==> config.mk <==
export PLATFORM = sky130hd
export DESIGN_NAME = t_ff_bank
export DESIGN_NICKNAME = d
export VERILOG_FILES = /design/src/rtl/t_ff_bank.sv
export SDC_FILE = /design/constraint.sdc
export NUM_CORES = 1
export LEC_CHECK = 0
export CAP_MARGIN = 20
export CORE_UTILIZATION = 40
export DETAILED_ROUTE_END_ITERATION = 7
export PLACE_DENSITY = 0.74
export SLEW_MARGIN = 10
export SYNTH_ARGS = -nofsm -noshare
export SYNTH_HDL_FRONTEND = slang
export SYNTH_SLANG_ARGS = --single-unit
==> constraint.sdc <==
create_clock -name clk -period 2.4 [get_ports clk]
set_clock_uncertainty 0.15 [all_clocks]
set_input_delay 0.48 -clock clk [delete_from_list [all_inputs] [get_ports clk]]
set_output_delay 0.48 -clock clk [all_outputs]
set_load 0.01 [all_outputs]
==> src/rtl/t_ff_bank.sv <==
// Clocked bank of WIDTH T flip-flops with parallel load, up/down count modes, change pulses and a wrap flag.
// Define T_FF_BANK_TOGCNT_EN to build the saturating change-event counter; otherwise tog_cnt is tied to 0.
module t_ff_bank #(
  parameter int               WIDTH     = 8,
  parameter logic [WIDTH-1:0] RESET_VAL = '0,
  parameter int               CNT_W     = 8
) (
  input  logic             clk,
  input  logic             rst,
  input  logic             en,
  input  logic [1:0]       mode,
  input  logic [WIDTH-1:0] t,
  input  logic             ld,
  input  logic [WIDTH-1:0] d,
  output logic [WIDTH-1:0] q,
  output logic [WIDTH-1:0] qbar,
  output logic [WIDTH-1:0] toggled,
  output logic             wrap,
  output logic [CNT_W-1:0] tog_cnt
);

  typedef enum logic [1:0] {
    MODE_TOGGLE = 2'b00,
    MODE_UP     = 2'b01,
    MODE_DOWN   = 2'b10,
    MODE_HOLD   = 2'b11
  } mode_e;

  logic [WIDTH-1:0] q_next;
  logic [WIDTH-1:0] up_mask;
  logic [WIDTH-1:0] dn_mask;
  logic             wrap_next;

  // Cascaded-T chain: a bit toggles when every lower bit is 1 (up) or 0 (down).
  always_comb begin
    // NOTE: every always_comb output gets a default first so no path leaves it unassigned (no latch).
    up_mask    = '0;
    dn_mask    = '0;
    up_mask[0] = 1'b1;
    dn_mask[0] = 1'b1;
    for (int i = 1; i < WIDTH; i++) begin
      up_mask[i] = up_mask[i-1] & q[i-1];
      dn_mask[i] = dn_mask[i-1] & ~q[i-1];
    end
  end

  always_comb begin
    q_next    = q;
    wrap_next = 1'b0;
    if (ld) begin
      q_next = d;
    end else if (en) begin
      unique case (mode_e'(mode))
        MODE_TOGGLE: q_next = q ^ t;
        MODE_UP: begin
          if (t[0]) begin
            q_next    = q ^ up_mask;
            wrap_next = &q;
          end
        end
        MODE_DOWN: begin
          if (t[0]) begin
            q_next    = q ^ dn_mask;
            wrap_next = ~|q;
          end
        end
        default: q_next = q;
      endcase
    end
  end

  always_ff @(posedge clk or posedge rst) begin
    // NOTE: sequential state uses non-blocking assignments so all registers update from pre-edge values.
    if (rst) begin
      q       <= RESET_VAL;
      toggled <= '0;
      wrap    <= 1'b0;
    end else begin
      q       <= q_next;
      toggled <= q_next ^ q;
      wrap    <= wrap_next;
    end
  end

  assign qbar = ~q;

`ifdef T_FF_BANK_TOGCNT_EN
  logic [CNT_W-1:0] cnt_r;

  // Counts edges on which q actually changes, load-caused changes included; sticks at all-ones.
  always_ff @(posedge clk or posedge rst) begin
    if (rst) begin
      cnt_r <= '0;
    end else if ((q_next != q) && (cnt_r != {CNT_W{1'b1}})) begin
      cnt_r <= cnt_r + CNT_W'(1);
    end
  end

  assign tog_cnt = cnt_r;
`else
  assign tog_cnt = '0;
`endif

endmodule

==> results of run 1 <==
critical path: stages (launching register included):
cell,delay [ps]
sky130_fd_sc_hd__dfrtp_1,410
sky130_fd_sc_hd__buf_6,140
sky130_fd_sc_hd__ha_4,170
sky130_fd_sc_hd__ha_4,160
sky130_fd_sc_hd__ha_4,160
sky130_fd_sc_hd__ha_4,160
sky130_fd_sc_hd__ha_4,160
sky130_fd_sc_hd__ha_4,210
sky130_fd_sc_hd__nand2_2,80
sky130_fd_sc_hd__a21oi_4,60
sky130_fd_sc_hd__or4_1,410
sky130_fd_sc_hd__nand3_1,80
per-layer routing:
layer	share of wire	vias up
met5	0	-
met4	0.018	0
met3	0.037	8
met2	0.54	55
met1	0.41	762
li1	-	763
state kept, by name, indices dropped and copies added, names as in the netlist:
name / count
wrap: 1
toggled: 8
q: 8
Yosys cell counts, types with 2 or more instances:
cell type | count | area [µm²]
sky130_fd_sc_hd__dfrtp_1 | 17 | 425
sky130_fd_sc_hd__nand2b_1 | 13 | 81.3
sky130_fd_sc_hd__nand2_1 | 12 | 45.0
sky130_fd_sc_hd__inv_1 | 13 | 48.8
sky130_fd_sc_hd__a21boi_1 | 2 | 15.0
sky130_fd_sc_hd__a31o_1 | 6 | 52.6
sky130_fd_sc_hd__or4_1 | 5 | 37.5
sky130_fd_sc_hd__a211oi_1 | 5 | 37.5
sky130_fd_sc_hd__nor2_1 | 16 | 60.1
sky130_fd_sc_hd__o21ai_1 | 4 | 20.0
sky130_fd_sc_hd__a21oi_1 | 7 | 35.0
sky130_fd_sc_hd__o21ai_0 | 3 | 15.0
sky130_fd_sc_hd__clkbuf_1 | 4 | 15.0
sky130_fd_sc_hd__nor4_1 | 3 | 18.8
sky130_fd_sc_hd__ha_1 | 16 | 200
sky130_fd_sc_hd__o211ai_1 | 2 | 15.0
sky130_fd_sc_hd__nand4_1 | 2 | 12.5
sky130_fd_sc_hd__buf_4 | 9 | 67.6
sky130_fd_sc_hd__nor2b_1 | 8 | 50.1
sky130_fd_sc_hd__nand3_1 | 12 | 60.1
repair_timing:
action                     4_1_cts  5_1_grt
gates resized for setup         12        7
hold endpoints to repair         0        0
buffers inserted                 3        1
setup endpoints to repair        4        5
pin swaps                        7        3
placed cells by master, fill, tap and decap left out, types with 2 or more instances in the layout:
cell and count:
sky130_fd_sc_hd__o21ai_1 4, sky130_fd_sc_hd__or4_1 5, sky130_fd_sc_hd__o211ai_1 2, sky130_fd_sc_hd__a31o_1 6
sky130_fd_sc_hd__buf_4 25, sky130_fd_sc_hd__nand2_1 11, sky130_fd_sc_hd__nor4_1 3, sky130_fd_sc_hd__nor2b_1 7
sky130_fd_sc_hd__ha_4 12, sky130_fd_sc_hd__nand4_1 2, sky130_fd_sc_hd__dfrtp_1 15, sky130_fd_sc_hd__nor2_1 16
sky130_fd_sc_hd__nand3_1 12, sky130_fd_sc_hd__clkdlybuf4s50_1 46, sky130_fd_sc_hd__dfrtp_2 2, sky130_fd_sc_hd__inv_2 2
sky130_fd_sc_hd__clkbuf_8 3, sky130_fd_sc_hd__nand2b_1 12, sky130_fd_sc_hd__nand2_2 2, sky130_fd_sc_hd__a21boi_1 2
sky130_fd_sc_hd__a21oi_1 6, sky130_fd_sc_hd__inv_1 11, sky130_fd_sc_hd__a211oi_1 4, sky130_fd_sc_hd__ha_1 4
sky130_fd_sc_hd__conb_1 8, sky130_fd_sc_hd__o21ai_0 3
where the power goes:
part           switching [mW]  total (mW)  internal [mW]
Clock                   0.115       0.231          0.116
Sequential             0.0377       0.358          0.321
Combinational           0.211       0.470          0.259
Total                   0.363        1.06          0.695
cell type report:
cell class | instances | share of cell area
multi-input combinational | 141 | 0.481
timing repair buffer | 72 | 0.276
sequential | 17 | 0.179
tap | 46 | 0.0241
inverter | 13 | 0.0204
clock buffer | 3 | 0.0173
clock inverter | 1 | 0.00209
worst max path at each step:
| stage | end | start | slack, ps |
|---|---|---|---|
| after floorplan | toggled[6] | q[1] | -50 |
| after global placement | toggled[1] | mode[0] | -170 |
| after detailed placement | toggled[1] | mode[0] | -210 |
| after CTS | q[7] | q[1] | 2 |
| after global routing | toggled[6] | q[0] | -40 |
| final | toggled[6] | q[1] | 7 |
kinds of logic (layout without fill, tap and decap cells):
kind of cell / Yosys count / count (layout) / share of synthesized area
buffers and inverters: 27 / 89 / 0.0961
adder cells (fa/ha/maj): 16 / 16 / 0.135
multiplexers: 1 / 1 / 0.00675
flip-flops: 17 / 17 / 0.287
other: 1 / 8 / 0.00253
AND/OR/NAND/NOR: 78 / 78 / 0.283
XOR/XNOR: 1 / 1 / 0.00590
AO/OA/AOI/OAI: 37 / 37 / 0.184
==> PnR_summary.wiki, run 1 <==
{| class="wikitable"
! Metric !! Value
|-
| Outcome || finished, final reports clean
|-
| Average cell area after synthesis || 8.34 µm²
|-
| Net count of the finished layout || 286
|-
| Core Rows || 21
|-
| Vias in the first global route || 1631
|-
| Max_cap viols || 0
|-
| Worst reg2reg endpoint || toggled[6]
|-
| Time the worst path needs with I/O delays and setup || 2390 ps
|-
| Overall die height || 62.9 µm
|-
| Cell count after placement || 285
|-
| Final Hold Vio Count || 0
|-
| Number of design rule violations left after detail routing || 0
|-
| Final number of max-transition violations || 0
|-
| Post-DR vias/cell || 5.42
|-
| Async set or reset register ratio after synthesis || 1.00
|-
| Ratio of total power to cell area || 443 nW/µm²
|-
| FF+latch area || 428 µm²
|-
| R2r worst-path depth || 11
|-
| Max FO, Critical Path || 2
|-
| Reg-to-reg critical path startpoint || q[1]
|-
| Final global-route overflow total || 0
|-
| Global routing met1 resource utilization || 0.285
|-
| Via total after detailed routing || 1588
|-
| Antenna diode count || 0
|-
| Final setup violation count || 0
|-
| Fraction of layout instances using a drive strength above 1 || 0.235
|-
| Fin worst setup slack || 7.43 ps
|-
| Clock network latency to the later pin of the worst-skew pair || 260 ps
|-
| Final cycle utilization of the critical path || 0.997
|-
| Min Hold Slack || 476 ps
|-
| Routability congestion estimate || 0.872
|-
| Synthesized instance count || 178
|-
| Most Used Layer, Global Route || met2
|-
| H-tree levels || 1
|-
| Proportion of synthesized chip area in sequential cells || 0.287
|-
| Overall track demand over capacity in global routing || 0.240
|-
| Clock tree from TritonCTS || yes
|-
| Worst setup SP type || register
|-
| Worst rel slew slack || 0.532
|-
| Kind of capture point of the worst setup path || register
|-
| P_leak || 0.994 nW
|-
| Placeable core region || 3440 µm²
|-
| Port Buffers || 46
|-
| First-pass GRT wire length || 7390 µm
|-
| Final design instance area without fill || 2390 µm²
|-
| Primary flip-flop cell chosen by synthesis mapping || sky130_fd_sc_hd__dfrtp_1
|-
| Final Util || 0.694
|-
| # fillers || 270
|-
| Number of enable-type register cells in the synthesized netlist || 0
|-
| Multi-input gate area || 1150 µm²
|-
| Area added between synthesis and finish || 61.0%
|-
| Placed inst area || 2200 µm²
|-
| Crit path arrival time || 2440 ps
|-
| Die boundary width || 62.9 µm
|-
| RSZ-0062 raised after global routing || true
|-
| Number of top-level pins || 55
|-
| Non-filler cells, final || 293
|-
| Count of distinct cell types in the synthesized netlist || 39
|-
| Actual transition at the worst max-transition pin || 701 ps
|-
| Starting density of the core || 0.431
|-
| Cts-stage hold buffer count || 0
|-
| Met2 Resource Use GR || 0.433
|-
| Antenna-violating nets left || 0
|-
| Number of antenna violations at the first check in global routing || 0
|-
| Max frequency || 418 MHz
|-
| Hold/Removal Path Class || in2async
|-
| CTS sink count || 17
|-
| Routed len/inst || 15.6 µm
|-
| Total of warnings raised by yosys || 0
|-
| Sum of negative setup slack || 0 ps
|-
| Total power draw || 1.06 mW
|-
| Number of buffers created by CTS || 3
|-
| CTS clk-pin slew, worst paths || 70 ps
|-
| Maximum count of clock buffers along a single path || 2
|-
| DR iter-0 viols || 66
|-
| Reg2reg setup slack || 7 ps
|-
| Req. time, crit path || 2450 ps
|-
| Count of state elements after synthesis || 17
|-
| Placement-stage worst setup slack || -212 ps
|-
| DRT Wirelength || 4570 µm
|-
| Die area || 3960 µm²
|-
| Router iterations before antenna repair || 4
|-
| Largest net degree at the start of global routing || 25
|-
| Clock Root Buffer || sky130_fd_sc_hd__clkbuf_8
|-
| Path type of the worst setup path || reg2reg
|-
| Routing usage on met3 || 0.0237
|-
| Post-Synthesis Cell Area || 1480 µm²
|-
| Worst IR Drop VDD || 0.225 mV
|-
| Post-DP HPWL || 3260 µm
|}
Power figures use the tool's default switching activity.
==> run 2, diff against run 1 <==
--- a/config.mk
+++ b/config.mk
@@ -8,7 +8,7 @@
 export CAP_MARGIN = 20
 export CORE_UTILIZATION = 40
 export DETAILED_ROUTE_END_ITERATION = 7
-export PLACE_DENSITY = 0.74
+export PLACE_DENSITY = 0.76
 export SLEW_MARGIN = 10
 export SYNTH_ARGS = -nofsm -noshare
 export SYNTH_HDL_FRONTEND = slang
==> run 2 against run 1 <==
Register-to-register slack about the same. Highest routed layer unchanged. Largest power group unchanged. Count of clock-buffer cells in the layout stayed put. Largest cell class unchanged. Critical path type unchanged. Clock power is 2% lower. Critical path depth unchanged. Combinational power shrank 3%. Sequential power about the same. Via count fell by 3.0%. Global-route usage shrank 2.6 points. Sequential cell count did not move.
==> PnR_summary.wiki, run 2 (synthesis results as in run 1) <==
{| class="wikitable"
! Metric !! Value
|-
| Max_cap viols || 0 (unchanged)
|-
| Final cycle utilization of the critical path || 0.991 (-0.00612)
|-
| Routed len/inst || 13.9 µm (-11%)
|-
| Clock tree from TritonCTS || yes
|-
| Cell repeated most along the worst path || sky130_fd_sc_hd__ha_4
|-
| Sequential cell fraction of total power || 0.341 (+0.003)
|-
| CTS sink count || 17 (unchanged)
|-
| Cells along the critical path || inv_2, ha_4, ha_4, ha_4, ha_4, ha_4, ha_4, nand2b_4, a21oi_2, or4_4, nand3_2
|-
| Final Hold Vio Count || 0 (unchanged)
|-
| Die area || 3960 µm² (unchanged)
|-
| Final number of max-transition violations || 0 (unchanged)
|-
| Routability congestion estimate || 0.885 (+1.5%)
|-
| Port Buffers || 46 (unchanged)
|-
| Number of buffers created by CTS || 3 (unchanged)
|-
| Largest net degree at the start of global routing || 25 (unchanged)
|-
| Biggest registers after layout || q (8), toggled (8), wrap (1)
|-
| Max frequency || 421 MHz (+0.62%)
|-
| Vias in the first global route || 1460 (-10%)
|-
| Longest individual stage delay on the worst path || 420 ps (about the same)
|-
| DRT Wirelength || 4120 µm (-10%)
|-
| DR iter-0 viols || 85 (+29%)
|-
| Worst IR Drop VDD || 0.229 mV (+1.7%)
|-
| Hold/Removal Path Class || in2async
|-
| Number of antenna violations at the first check in global routing || 0 (unchanged)
|-
| Placement-stage worst setup slack || -153 ps (+58.6 ps)
|-
| Via total after detailed routing || 1540 (-3.0%)
|-
| Crit path arrival time || 2430 ps (about the same)
|-
| Final design instance area without fill || 2390 µm² (-0.16%)
|-
| Cts-stage hold buffer count || 0 (unchanged)
|-
| Kind of capture point of the worst setup path || register
|-
| Placed inst area || 2220 µm² (+1.0%)
|-
| Overall track demand over capacity in global routing || 0.213 (-0.0261)
|-
| Post-DR vias/cell || 5.20 (-4.0%)
|-
| Antenna diode count || 0 (unchanged)
|-
| Router iterations before antenna repair || 4 (unchanged)
|-
| Cell internal power dissipation || 0.692 mW (-0.51%)
|-
| Number of design rule violations left after detail routing || 0 (unchanged)
|-
| First-pass GRT wire length || 6730 µm (-8.9%)
|-
| Worst setup SP type || register
|-
| Crit path max-delay cell type || sky130_fd_sc_hd__or4_4
|-
| Sum of negative setup slack || 0 ps (unchanged)
|-
| Most common library cell in the layout ignoring fill and taps || sky130_fd_sc_hd__clkdlybuf4s50_1
|-
| Overall die height || 62.9 µm (unchanged)
|-
| Max FO, Critical Path || 3 (+1)
|-
| Net switching fraction of the power || 0.334 (-0.00899)
|-
| Outcome || finished, final reports clean
|-
| Final Util || 0.693 (-0.00109)
|-
| Fraction of layout instances using a drive strength above 1 || 0.236 (+0.00118)
|-
| Maximum count of clock buffers along a single path || 2 (unchanged)
|-
| RSZ-0062 raised after global routing || true
|-
| P_leak || 1.01 nW (+1.6%)
|-
| Final global-route overflow total || 0 (unchanged)
|-
| Area added between synthesis and finish || 60.8%
|-
| CTS clk-pin slew, worst paths || 80 ps (about the same)
|-
| Antenna-violating nets left || 0 (unchanged)
|-
| Clock network latency to the later pin of the worst-skew pair || 260 ps (about the same)
|-
| Ratio of total power to cell area || 436 nW/µm² (-1.7%)
|-
| Clock Root Buffer || sky130_fd_sc_hd__clkbuf_8
|-
| H-tree levels || 1 (unchanged)
|-
| Path type of the worst setup path || reg2reg
|-
| Fin worst setup slack || 22.1 ps (+14.7 ps)
|-
| Most used cells in the layout excluding fill and tap cells || 46 x sky130_fd_sc_hd__clkdlybuf4s50_1, 29 x sky130_fd_sc_hd__buf_4, 16 x sky130_fd_sc_hd__nor2_1
|-
| Final setup violation count || 0 (unchanged)
|-
| Count of buffering cells on the critical path with inverters included || 1 (unchanged)
|-
| Starting density of the core || 0.431 (unchanged)
|-
| Time the worst path needs with I/O delays and setup || 2380 ps (-14.7 ps)
|-
| Core Rows || 21 (unchanged)
|-
| Die boundary width || 62.9 µm (unchanged)
|-
| Post-DP HPWL || 2880 µm (-12%)
|-
| Req. time, crit path || 2450 ps (about the same)
|-
| Number of top-level pins || 55 (unchanged)
|-
| Kind of cell adding the most delay to the critical path || adder cells
|-
| Placeable core region || 3440 µm² (unchanged)
|-
| Net load switching power || 0.347 mW (-4.4%)
|-
| Fraction of power consumed by the clock network || 0.217 (about the same)
|-
| Min Hold Slack || 377 ps (-99.6 ps)
|-
| Combinational Power Share || 0.441 (-0.003)
|-
| Net count of the finished layout || 289 (+1.0%)
|}
[run 2: cell types whose count changed in the layout (fill, tap and decap cells not counted), sizes merged]
cell and delta:
buf +3
[run 2: routing by layer]
layer  up-vias  share of wire  global-route usage  routed length, µm
li1        762              -                   -                  -
met1       723           0.46               0.288               1910
met2        53           0.48               0.344               1990
met3         2          0.046              0.0383                191
met4         0         0.0044              0.0610                 18
met5         -              0                   0                  0
[run 2: power by group through the flow]
stage	logic [mW]	clock network [mW]	registers, mW
floorplan	0.199	0	0.372
global placement	0.421	0	0.353
detailed placement	0.426	0	0.354
CTS	0.437	0.230	0.353
global route	0.503	0.246	0.359
finish	0.458	0.226	0.355
[run 2: area by class of cell]
type                            count  area, µm²
Sequential cell                    17        428
Fill cell                         277       1060
Clock inverter                      1       5.00
Clock buffer                        3       41.3
Inverter                           13       48.8
Multi-Input combinational cell    141       1130
Tap cell                           46       57.6
Timing Repair Buffer               75        678
[run 2: path summary, 6_finish.rpt]
check / from / end / slack (ps) / depth (start not counted)
hold / removal: rst / toggled[0] / 380 / 2
setup reg to reg: q[0] / toggled[6] / 20 / 11
min in group clk: q[3] / toggled[3] / 490 / 2
setup / recovery: q[0] / toggled[6] / 20 / 11
max in group asynchronous: rst / q[6] / 1260 / 3
hold reg to reg: q[3] / toggled[3] / 490 / 2
[run 2: through the flow]
| stage | total power [mW] | instances |
|---|---|---|
| global route | 1.11 | 296 |
| floorplan | 0.571 | 185 |
| detailed placement | 0.780 | 288 |
| finish | 1.04 | 296 |
| global placement | 0.775 | 288 |
| CTS | 1.02 | 293 |
[run 2: repair_timing]
item,in CTS,in global routing
gates cloned,0,0
resized for setup,7,8
pin swaps,5,2
endpoints found under the setup margin,3,5
setup buffers,1,3
endpoints found under the hold margin,0,0
